### src/rtl/score_ctrl_pkg.sv
// Shared constants for the scoring path: judgement codes, game-phase encoding
// and 7-segment glyphs ({g,f,e,d,c,b,a}, active-high).
package score_ctrl_pkg;

  localparam logic [1:0] JUDGE_NONE    = 2'b00;
  localparam logic [1:0] JUDGE_MISS    = 2'b01;
  localparam logic [1:0] JUDGE_GOOD    = 2'b10;
  localparam logic [1:0] JUDGE_PERFECT = 2'b11;

  typedef enum logic [1:0] {
    ST_IDLE = 2'd0,
    ST_PLAY = 2'd1,
    ST_DONE = 2'd2
  } game_state_t;

  localparam logic [6:0] SEG_0     = 7'h3F;
  localparam logic [6:0] SEG_1     = 7'h06;
  localparam logic [6:0] SEG_2     = 7'h5B;
  localparam logic [6:0] SEG_3     = 7'h4F;
  localparam logic [6:0] SEG_4     = 7'h66;
  localparam logic [6:0] SEG_5     = 7'h6D;
  localparam logic [6:0] SEG_6     = 7'h7D;
  localparam logic [6:0] SEG_7     = 7'h07;
  localparam logic [6:0] SEG_8     = 7'h7F;
  localparam logic [6:0] SEG_9     = 7'h6F;
  localparam logic [6:0] SEG_BLANK = 7'h00;

  function automatic logic [6:0] seg_decode(input logic [3:0] d);
    case (d)
      4'd0:    seg_decode = SEG_0;
      4'd1:    seg_decode = SEG_1;
      4'd2:    seg_decode = SEG_2;
      4'd3:    seg_decode = SEG_3;
      4'd4:    seg_decode = SEG_4;
      4'd5:    seg_decode = SEG_5;
      4'd6:    seg_decode = SEG_6;
      4'd7:    seg_decode = SEG_7;
      4'd8:    seg_decode = SEG_8;
      4'd9:    seg_decode = SEG_9;
      default: seg_decode = SEG_BLANK;
    endcase
  endfunction

endpackage

### src/rtl/score_ctrl_bin2bcd_seq.sv
// Iterative double-dabble: 20-bit binary to 6 BCD digits, one bit per cycle.
// o_bcd is only meaningful while o_done is high.
module bin2bcd_seq (
  input  logic        clk,
  input  logic        rst,
  input  logic        i_start,
  input  logic [19:0] i_bin,
  output logic        o_busy,
  output logic        o_done,
  output logic [23:0] o_bcd
);

  logic [19:0] r_bin;
  logic [23:0] r_bcd;
  logic [4:0]  r_cnt;
  logic        r_busy;
  logic        r_done;
  logic [23:0] w_adj;
  logic [43:0] w_shift;

  // Add 3 to every digit of 5 or more before each shift.
  always_comb begin
    w_adj = r_bcd;
    for (int i = 0; i < 6; i++) begin
      if (r_bcd[4*i +: 4] >= 4'd5) w_adj[4*i +: 4] = r_bcd[4*i +: 4] + 4'd3;
    end
    w_shift = {w_adj, r_bin} << 1;
  end

  always_ff @(posedge clk) begin
    if (rst) begin
      r_bin  <= '0;
      r_bcd  <= '0;
      r_cnt  <= '0;
      r_busy <= 1'b0;
      r_done <= 1'b0;
    end else begin
      r_done <= 1'b0;
      if (!r_busy) begin
        if (i_start) begin
          r_bin  <= i_bin;
          r_bcd  <= '0;
          r_cnt  <= '0;
          r_busy <= 1'b1;
        end
      end else begin
        r_bcd <= w_shift[43:20];
        r_bin <= w_shift[19:0];
        r_cnt <= r_cnt + 5'd1;
        if (r_cnt == 5'd19) begin
          r_busy <= 1'b0;
          r_done <= 1'b1;
        end
      end
    end
  end

  assign o_busy = r_busy;
  assign o_done = r_done;
  assign o_bcd  = r_bcd;

endmodule

### src/rtl/score_ctrl.sv
// Game scoring: phase FSM, per-judgement score/combo update, BCD conversion
// scheduling and a 6-digit multiplexed 7-segment scan.
module score_ctrl
  import score_ctrl_pkg::*;
#(
  parameter int PTS_PERFECT    = 300,
  parameter int PTS_GOOD       = 100,
  parameter int COMBO_BONUS_TH = 10,
  parameter int SCORE_MAX      = 999999,
  parameter int COMBO_MAX      = 999
) (
  input  logic        clk,
  input  logic        rst,
  input  logic        i_tick,
  input  logic        i_start,
  input  logic        i_restart,
  input  logic        i_game_end,
  input  logic        i_judge_valid,
  input  logic [1:0]  i_judge,
  output logic [19:0] o_score,
  output logic [9:0]  o_combo,
  output logic [9:0]  o_max_combo,
  output logic [23:0] o_score_bcd,
  output logic [7:0]  o_seg,
  output logic [5:0]  o_seg_com,
  output logic        o_playing
);

  game_state_t r_state, w_state_nxt;
  logic        w_playing, w_clear, w_accept;

  logic [19:0] r_score, r_score_d;
  logic [9:0]  r_combo, r_max_combo;
  logic [19:0] w_base, w_pts, w_score_nxt;
  logic [20:0] w_sum;
  logic [9:0]  w_combo_nxt;

  logic        w_score_chg, w_bcd_kick, w_bcd_busy, w_bcd_done;
  logic        r_bcd_pend;
  logic [23:0] w_bcd;
  logic [23:0] r_score_bcd;

  logic [2:0]  r_idx;
  logic [3:0]  w_nib;
  logic [7:0]  r_seg;
  logic [5:0]  r_com;

  always_ff @(posedge clk) begin
    if (rst) r_state <= ST_IDLE;
    else     r_state <= w_state_nxt;
  end

  always_comb begin
    w_state_nxt = r_state;
    case (r_state)
      ST_IDLE: if (i_start) w_state_nxt = ST_PLAY;
      ST_PLAY: begin
        if (i_restart)       w_state_nxt = ST_IDLE;
        else if (i_game_end) w_state_nxt = ST_DONE;
      end
      ST_DONE: if (i_restart) w_state_nxt = ST_IDLE;
      default: w_state_nxt = ST_IDLE;
    endcase
  end

  // i_judge_valid is a one-cycle strobe with no backpressure: it is consumed
  // only in PLAY and is dropped when a restart arrives in the same cycle.
  always_comb begin
    w_playing = (r_state == ST_PLAY);
    w_clear   = ((r_state == ST_IDLE) && i_start) ||
                ((r_state != ST_IDLE) && i_restart);
    w_accept  = w_playing && !i_restart && i_judge_valid && (i_judge != JUDGE_NONE);
  end

  always_comb begin
    w_base      = (i_judge == JUDGE_PERFECT) ? 20'(PTS_PERFECT) : 20'(PTS_GOOD);
    w_pts       = (r_combo >= 10'(COMBO_BONUS_TH)) ? (w_base << 1) : w_base;
    w_sum       = {1'b0, r_score} + {1'b0, w_pts};
    w_score_nxt = (w_sum > 21'(SCORE_MAX)) ? 20'(SCORE_MAX) : w_sum[19:0];
    w_combo_nxt = (r_combo >= 10'(COMBO_MAX)) ? 10'(COMBO_MAX) : (r_combo + 10'd1);
  end

  always_ff @(posedge clk) begin
    if (rst || w_clear) begin
      r_score     <= '0;
      r_combo     <= '0;
      r_max_combo <= '0;
    end else if (w_accept) begin
      if (i_judge == JUDGE_MISS) begin
        r_combo <= '0;
      end else begin
        r_score <= w_score_nxt;
        r_combo <= w_combo_nxt;
        if (w_combo_nxt > r_max_combo) r_max_combo <= w_combo_nxt;
      end
    end
  end

  // A score change while the converter is busy is remembered and replayed
  // with whatever the score is once the converter frees up.
  assign w_score_chg = (r_score != r_score_d);
  assign w_bcd_kick  = (w_score_chg || r_bcd_pend) && !w_bcd_busy;

  always_ff @(posedge clk) begin
    if (rst) begin
      r_score_d   <= '0;
      r_bcd_pend  <= 1'b0;
      r_score_bcd <= '0;
    end else begin
      r_score_d <= r_score;
      if (w_bcd_kick)       r_bcd_pend <= 1'b0;
      else if (w_score_chg) r_bcd_pend <= 1'b1;
      if (w_bcd_done) r_score_bcd <= w_bcd;
    end
  end

  bin2bcd_seq u_bin2bcd (
    .clk     (clk),
    .rst     (rst),
    .i_start (w_bcd_kick),
    .i_bin   (r_score),
    .o_busy  (w_bcd_busy),
    .o_done  (w_bcd_done),
    .o_bcd   (w_bcd)
  );

  always_comb begin
    case (r_idx)
      3'd0:    w_nib = r_score_bcd[3:0];
      3'd1:    w_nib = r_score_bcd[7:4];
      3'd2:    w_nib = r_score_bcd[11:8];
      3'd3:    w_nib = r_score_bcd[15:12];
      3'd4:    w_nib = r_score_bcd[19:16];
      3'd5:    w_nib = r_score_bcd[23:20];
      default: w_nib = 4'hF;
    endcase
  end

  always_ff @(posedge clk) begin
    if (rst) begin
      r_idx <= '0;
      r_seg <= '0;
      r_com <= 6'b111110;
    end else begin
      if (i_tick) r_idx <= (r_idx == 3'd5) ? 3'd0 : (r_idx + 3'd1);
      r_seg <= {w_playing && (r_idx == 3'd0), seg_decode(w_nib)};
      r_com <= ~(6'd1 << r_idx);
    end
  end

  assign o_score     = r_score;
  assign o_combo     = r_combo;
  assign o_max_combo = r_max_combo;
  assign o_score_bcd = r_score_bcd;
  assign o_seg       = r_seg;
  assign o_seg_com   = r_com;
  assign o_playing   = w_playing;

endmodule

### config.mk
export PLATFORM = sky130hd
export DESIGN_NAME = score_ctrl
export DESIGN_NICKNAME = d
export VERILOG_FILES = /design/src/rtl/score_ctrl_pkg.sv /design/src/rtl/score_ctrl_bin2bcd_seq.sv /design/src/rtl/score_ctrl.sv
export SDC_FILE = /design/constraint.sdc
export NUM_CORES = 1
export LEC_CHECK = 0
export ABC_AREA = 1
export CAP_MARGIN = 20
export CELL_PAD_IN_SITES_DETAIL_PLACEMENT = 1
export CELL_PAD_IN_SITES_GLOBAL_PLACEMENT = 1
export CORE_ASPECT_RATIO = 1.25
export CORE_MARGIN = 1.5
export CORE_UTILIZATION = 40
export CTS_BUF_LIST = sky130_fd_sc_hd__clkbuf_2
export DETAILED_ROUTE_END_ITERATION = 6
export PLACE_DENSITY = 0.85
export SLEW_MARGIN = 20
export SYNTH_ARGS = -nofsm -noshare
export SYNTH_HDL_FRONTEND = slang
export SYNTH_SLANG_ARGS = --single-unit
### constraint.sdc
create_clock -name clk -period 6.55 [get_ports clk]
set_input_delay 1.31 -clock clk [delete_from_list [all_inputs] [get_ports clk]]
set_output_delay 1.31 -clock clk [all_outputs]
set_load 0.05 [all_outputs]
==> flow_metrics.tcl, run 1 <==
set metrics [dict create \
    r2r_slack_ns 3.07 \
    max_slew.worst_pin.slew_ns 1.03 \
    start_util_pct 40.8 \
    yosysTopAreaCell "dfxtp_1" \
    htree_levels 4 \
    area_growth_pct 16.9 \
    antenna_left 0 \
    layout-drive-gt1-share_pct 8.55 \
    dp_hpwl_um 16100 \
    die_y_um 161 \
    row_count 57 \
    crit_fanout 11 \
    multiInputGateArea_um2 4150 \
    syn_area_um2 7940 \
    ys_seq_area_share_pct 38.6 \
    status "complete, no violations" \
    wl_um 21600 \
    start_kind "input port" \
    layout_min_cycle_time_ns 3.59 \
    min_from "u_bin2bcd.o_bcd[21]" \
    viasPerCell 5.15 \
    post_cts_buffers 0 \
    synth_area_leaders "dfxtp_1 (39%), nand2_1 (10%), a21oi_1 (8.2%)" \
    max_freq_mhz 279 \
    cpPeakStageDelay_ns 0.49 \
    crit_path_frequent_cell "nand2_1" \
    synthArstFlopShare_pct 0 \
    fp.coreArea_um2 19500 \
    first_pass_iters 4 \
    yosysUniqueCellTypes 46 \
    clock_skew_ns 0.0413 \
    cp_data_arrival_time_ns 4.24 \
    synth_top_area_share_pct 38.6 \
    wl_per_cell_um 14.8 \
    cts-root-buf "clkbuf_2" \
    cp.required_ns 7.20 \
    reg2reg_from "o_combo[0]" \
    ir_drop_mv 0.0748 \
    die-width_um 129 \
    layout_setup_ws_ns 2.96 \
    grt_pass1_wl_um 36300 \
    grt_pass1_vias 7742 \
    ys.flop_type "dfxtp_1" \
    rr_worst_depth 22 \
    worstSkewPairLatency_ns 0.74 \
    antenna_found_initial 1 \
    routabilityCongestion 0.886 \
    synth.avg_cell_area_um2 7.16 \
    rsz0062_at_grt "false" \
    setup-tns-final_ns 0 \
    cts_inserted_buffers 17 \
    synth_nets 1155 \
    cts_hold_buf 0 \
    synth-seq-cells 153 \
    fin_nets 1226 \
    pwr_density_cell_nw_per_um2 184 \
    grtUsageTotal_pct 21.8 \
    cts_tree "yes" \
    fill_cells 2525 \
    hold_class "reg2reg" \
    grt_max_degree 79 \
    finalSetupViolations 0 \
    preCtsSetupSlack_ns 2.21 \
    leakage_uw 0.00373 \
    min_path_cells 2 \
    fin_crit_sh_pct 54.8 \
    drc_errors 0 \
    hold_violations 0 \
    timing.rr.end "o_score[0]" \
    grt-ovfl-total 0 \
    cts.sinks 153 \
    synth-edff-count 0 \
    slew_headroom_pct 30.4 \
    synth_cells 1109 \
    dieArea_um2 20700 \
    yosys_warnings 0 \
    path_cells "clkdlybuf4s50_1 -> nand2_1 -> inv_1 -> nor2_1 -> ha_1 -> nand2_1 -> inv_1 -> a21boi_0 -> nor2_1 -> nor2_1 -> nand3_1 -> nand2_1 -> nand2_1 -> nor2_2 -> nand3_4 -> nand3_4 -> nand2_1 -> a21oi_1" \
    drt_iter0_drc 318 \
    cts_buffer_depth 2 \
    seq_area_um2 3060 \
    critPathKind "in2reg" \
    maxCapViolations 0 \
    clkTransAtPathRegs_ns 0.20 \
    ios 88 \
    slew_viol_final 0 \
    vias 7510 \
    crit_path_end_kind "register" \
    worstHoldEndpoint "u_bin2bcd.o_bcd[21]" \
    slowest_stage "clkdlybuf4s50_1" \
    cts_resized 0 \
    whs_ns 0.490 \
    portBuffers 87 \
]
critical path: cells and delay by family:
kind | cells | cell delay (ns)
AOI/OAI and AO/OA | 2 | 0.38
adders and majority gates | 1 | 0.35
buffers and inverters | 3 | 0.77
and+or+nand+nor | 12 | 1.42
per-layer routing:
metal,wire [um],track usage [%],vias to the layer above
met2,11000,39.7,126
met1,9390,24.7,3562
met4,597,9.40,0
met3,570,3.50,36
met5,0,0,-
li1,-,-,3786
placed cells by master (no fill, tap or decap), types with 8 or more instances in the layout:
cell type          n
a21oi_1          130
a31oi_1           13
clkbuf_2          20
clkdlybuf4s50_1   86
dfxtp_1          153
ha_1              36
inv_1            140
nand2_1          212
nand2_2           14
nand3_1           60
nand4_1           15
nor2_1           106
nor3_1            13
nor4_1             8
o21ai_0           70
o21ai_2           10
xor2_1            13
flip-flops by register name (all words and copies together), names as in the netlist:
signal            flops
o_score_bcd          24
u_bin2bcd.o_bcd      24
u_bin2bcd.r_bin      20
o_score              19
r_score_d            19
o_combo              10
o_max_combo          10
o_seg                 8
o_seg_com             6
u_bin2bcd.r_cnt       5
r_idx                 3
r_state               2
r_bcd_pend            1
u_bin2bcd.o_busy      1
u_bin2bcd.o_done      1
worst max-delay path by stage:
stage	slack, ns	to	from	cells after the start
final	2.96	o_score[0]	i_judge[1]	18
after global routing	2.59	o_max_combo[0]	o_combo[5]	16
after CTS	2.91	o_score[10]	o_score[10]	1
after detailed placement	2.21	o_score[0]	i_judge[1]	17
after global placement	2.31	o_score[0]	i_judge[1]	18
after floorplan	3.16	o_score[2]	i_judge[1]	19
cell families (layout without fill, tap and decap cells):
kind of cell	count (synthesis)	in the layout	synth area share, %
AO/OA/AOI/OAI	250	250	17.5
XOR/XNOR	20	20	2.21
adder cells (fa/ha/maj)	37	37	5.93
buffers and inverters	187	271	9.13
flip-flops	153	153	38.6
other	0	1	0
AND/OR/NAND/NOR	462	462	26.7
stage by stage:
| step | util [%] | total power [uW] | cell area [um2] | cells |
|---|---|---|---|---|
| floorplan | - | 1080 | 7940 | 1109 |
| global placement | 46.3 | 1130 | 9010 | 1426 |
| detailed placement | 46.3 | 1130 | 9010 | 1426 |
| CTS | 47.7 | 1730 | 9280 | 1458 |
| global route | 47.7 | 1790 | 9280 | 1459 |
| finish | 47.7 | 1710 | 9280 | 1459 |
area by class of cell:
type	count	share of cell area (%)
Antenna cell	1	0.0270
Multi-Input combinational cell	769	44.7
Tap cell	265	3.57
Clock buffer	20	1.08
Sequential cell	153	33.0
Inverter	146	5.90
Clock inverter	12	1.86
Timing Repair Buffer	93	9.81
cells in the mapped netlist (2+ instances only):
master    instances
inv_1           140
xnor2_1           7
nand2_4           7
a221oi_1          7
o21ai_1           2
a21oi_2           2
a31oi_1          13
nor3_1           13
a22oi_1           5
a22o_1            2
nand3_4           3
ha_1             36
buf_1             6
nor2_2            4
buf_2             2
o21ai_2          10
dfxtp_1         153
xor2_1           13
clkbuf_1         31
nand3_1          60
o211ai_1          2
nor2_1          107
nand4_1          15
nand2_1         212
nor2_4            2
nand2_2          14
a21oi_1         130
inv_2             4
clkinv_1          2
nand3_2           7
o21ai_0          70
or2_2             7
nor4_1            8
power breakdown:
group	total (uW)	switching (uW)	internal (uW)	leakage [uW]
Clock	596	341	256	0.000166
Sequential	951	7.53	944	0.00124
Combinational	163	122	41.1	0.00233
Total	1710	470	1240	0.00373
(Power assumes the default switching activity.)
==> run 2, diff against run 1 <==
Clock period 6.55 ns to 3.75 ns, I/O delays scaled along.
==> flow_metrics.tcl, run 2 (same netlist as run 1, synthesis figures left out) <==
set metrics [dict create \
    ios 88 \
    cts_tree "yes" \
    fin_nets 1238 \
    layout-drive-gt1-share_pct 9.71 \
    drt_iter0_drc 241 \
    crit_fanout 10 \
    fill_cells 2511 \
    wl_um 21800 \
    grt-ovfl-total 0 \
    leakage_uw 0.00378 \
    layout_setup_ws_ns 0.340 \
    dp_hpwl_um 16400 \
    max_slew.worst_pin.slew_ns 0.863 \
    portBuffers 87 \
    setup-tns-final_ns 0 \
    antenna_found_initial 1 \
    hold_class "in2reg" \
    die_y_um 161 \
    htree_levels 4 \
    slowest_stage "dfxtp_2" \
    cpPeakStageDelay_ns 0.41 \
    vias 7638 \
    cts_inserted_buffers 17 \
    crit_family "simple AND/OR/NAND/NOR gates" \
    cp_data_arrival_time_ns 4.11 \
    grt_pass1_wl_um 36400 \
    hold_violations 0 \
    cts_buffer_depth 2 \
    maxCapViolations 0 \
    max_freq_mhz 293 \
    layout_min_cycle_time_ns 3.41 \
    grt_max_degree 76 \
    cts.sinks 153 \
    fp.coreArea_um2 19500 \
    viasPerCell 5.19 \
    clkTransAtPathRegs_ns 0.26 \
    critPathKind "reg2reg" \
    finalSetupViolations 0 \
    power_uw 2950 \
    mostFrequentLayoutCells "nand2_1 (211), dfxtp_1 (151), inv_1 (140), a21oi_1 (130), nor2_1 (106)" \
    path_cells "inv_1 -> ha_1 -> inv_1 -> nand3_2 -> nand2_2 -> nand2_4 -> nor2_1 -> inv_1 -> ha_1 -> nand2_1 -> inv_1 -> a21oi_2 -> nand2_2 -> nand2_2 -> nand2_2 -> nand2_2 -> nand3_1 -> nor2_4 -> nand3_4 -> nand3_4 -> nand2_1 -> a21oi_1" \
    worstSkewPairLatency_ns 0.76 \
    first_pass_iters 4 \
    dieArea_um2 20700 \
    pwr_density_cell_nw_per_um2 315 \
    start_util_pct 40.8 \
    crit_path_end_kind "register" \
    layout_commonest_cell "nand2_1" \
    cts-root-buf "clkbuf_2" \
    slew_headroom_pct 42.2 \
    area_growth_pct 18.0 \
    wl_per_cell_um 14.8 \
    row_count 57 \
    cp.required_ns 4.45 \
    status "complete, no violations" \
    cp.buffers_inverters 4 \
    slew_viol_final 0 \
    crit_path_frequent_cell "nand2_2" \
    start_kind "register" \
    rsz0062_at_grt "false" \
    clock_skew_ns 0.0356 \
    die-width_um 129 \
    drc_errors 0 \
    fin_crit_sh_pct 90.9 \
    ir_drop_mv 0.157 \
    preCtsSetupSlack_ns 0.0634 \
    grt_pass1_vias 7693 \
    antenna_left 0 \
    grtUsageTotal_pct 21.8 \
    routabilityCongestion 0.880 \
    post_cts_buffers 0 \
]
[run 2: path summary, 6_finish.rpt]
| check | startpoint | end | slack (ns) | cells after the start |
|---|---|---|---|---|
| worst max register to register | o_combo[0] | o_score[0] | 0.34 | 22 |
| worst min register to register | o_max_combo[4] | o_max_combo[4] | 0.49 | 2 |
| worst min-delay path | rst | r_state[0] | 0.20 | 2 |
| worst max-delay path | o_combo[0] | o_score[0] | 0.34 | 22 |
[run 2: area by class of cell]
type                            instances  area [um2]  share of cell area (%)
Antenna cell                            1        2.50                  0.0267
Clock buffer                           17        85.1                   0.908
Clock inverter                         15         175                    1.87
Inverter                              146         548                    5.85
Multi-Input combinational cell        770        4170                    44.5
Sequential cell                       153        3070                    32.7
Tap cell                              265         332                    3.54
Timing Repair Buffer                  104         993                    10.6
[run 2: report_power, final]
group	internal, uW	switching [uW]
Clock	374	622
Sequential	1650	13.1
Combinational	79.4	211
[run 2: worst reg2reg max path: stages (launching register included)]
cell and delay [ns]:
dfxtp_2 0.41, inv_1 0.08, ha_1 0.20, inv_1 0.06
nand3_2 0.07, nand2_2 0.14, nand2_4 0.13, nor2_1 0.20
inv_1 0.07, ha_1 0.35, nand2_1 0.16, inv_1 0.10
a21oi_2 0.18, nand2_2 0.10, nand2_2 0.09, nand2_2 0.08
nand2_2 0.13, nand3_1 0.14, nor2_4 0.13, nand3_4 0.16
nand3_4 0.18, nand2_1 0.08, a21oi_1 0.12
[run 2: timing repair]
action / 4_1_cts / 5_1_grt
endpoints found under the setup margin: 0 / 19
hold buffers: 0 / 0
resized for setup: 0 / 3
[run 2: through the flow]
step	utilization [%]	area [um2]	instances	hold slack (ns)
after floorplan	-	7940	1109	0.445
after global placement	46.7	9090	1437	0.455
after detailed placement	46.7	9090	1437	0.468
after CTS	48.0	9350	1469	0.133
after global routing	48.1	9370	1471	0.136
final	48.1	9370	1471	0.200
[run 2: per-layer routing]
metal | track usage, % | routed length [um] | vias to the layer above
li1 | - | - | 3796
met3 | 3.43 | 640 | 43
met5 | 0 | 0 | -
met1 | 24.8 | 9360 | 3663
met4 | 9.14 | 582 | 0
met2 | 39.8 | 11300 | 136
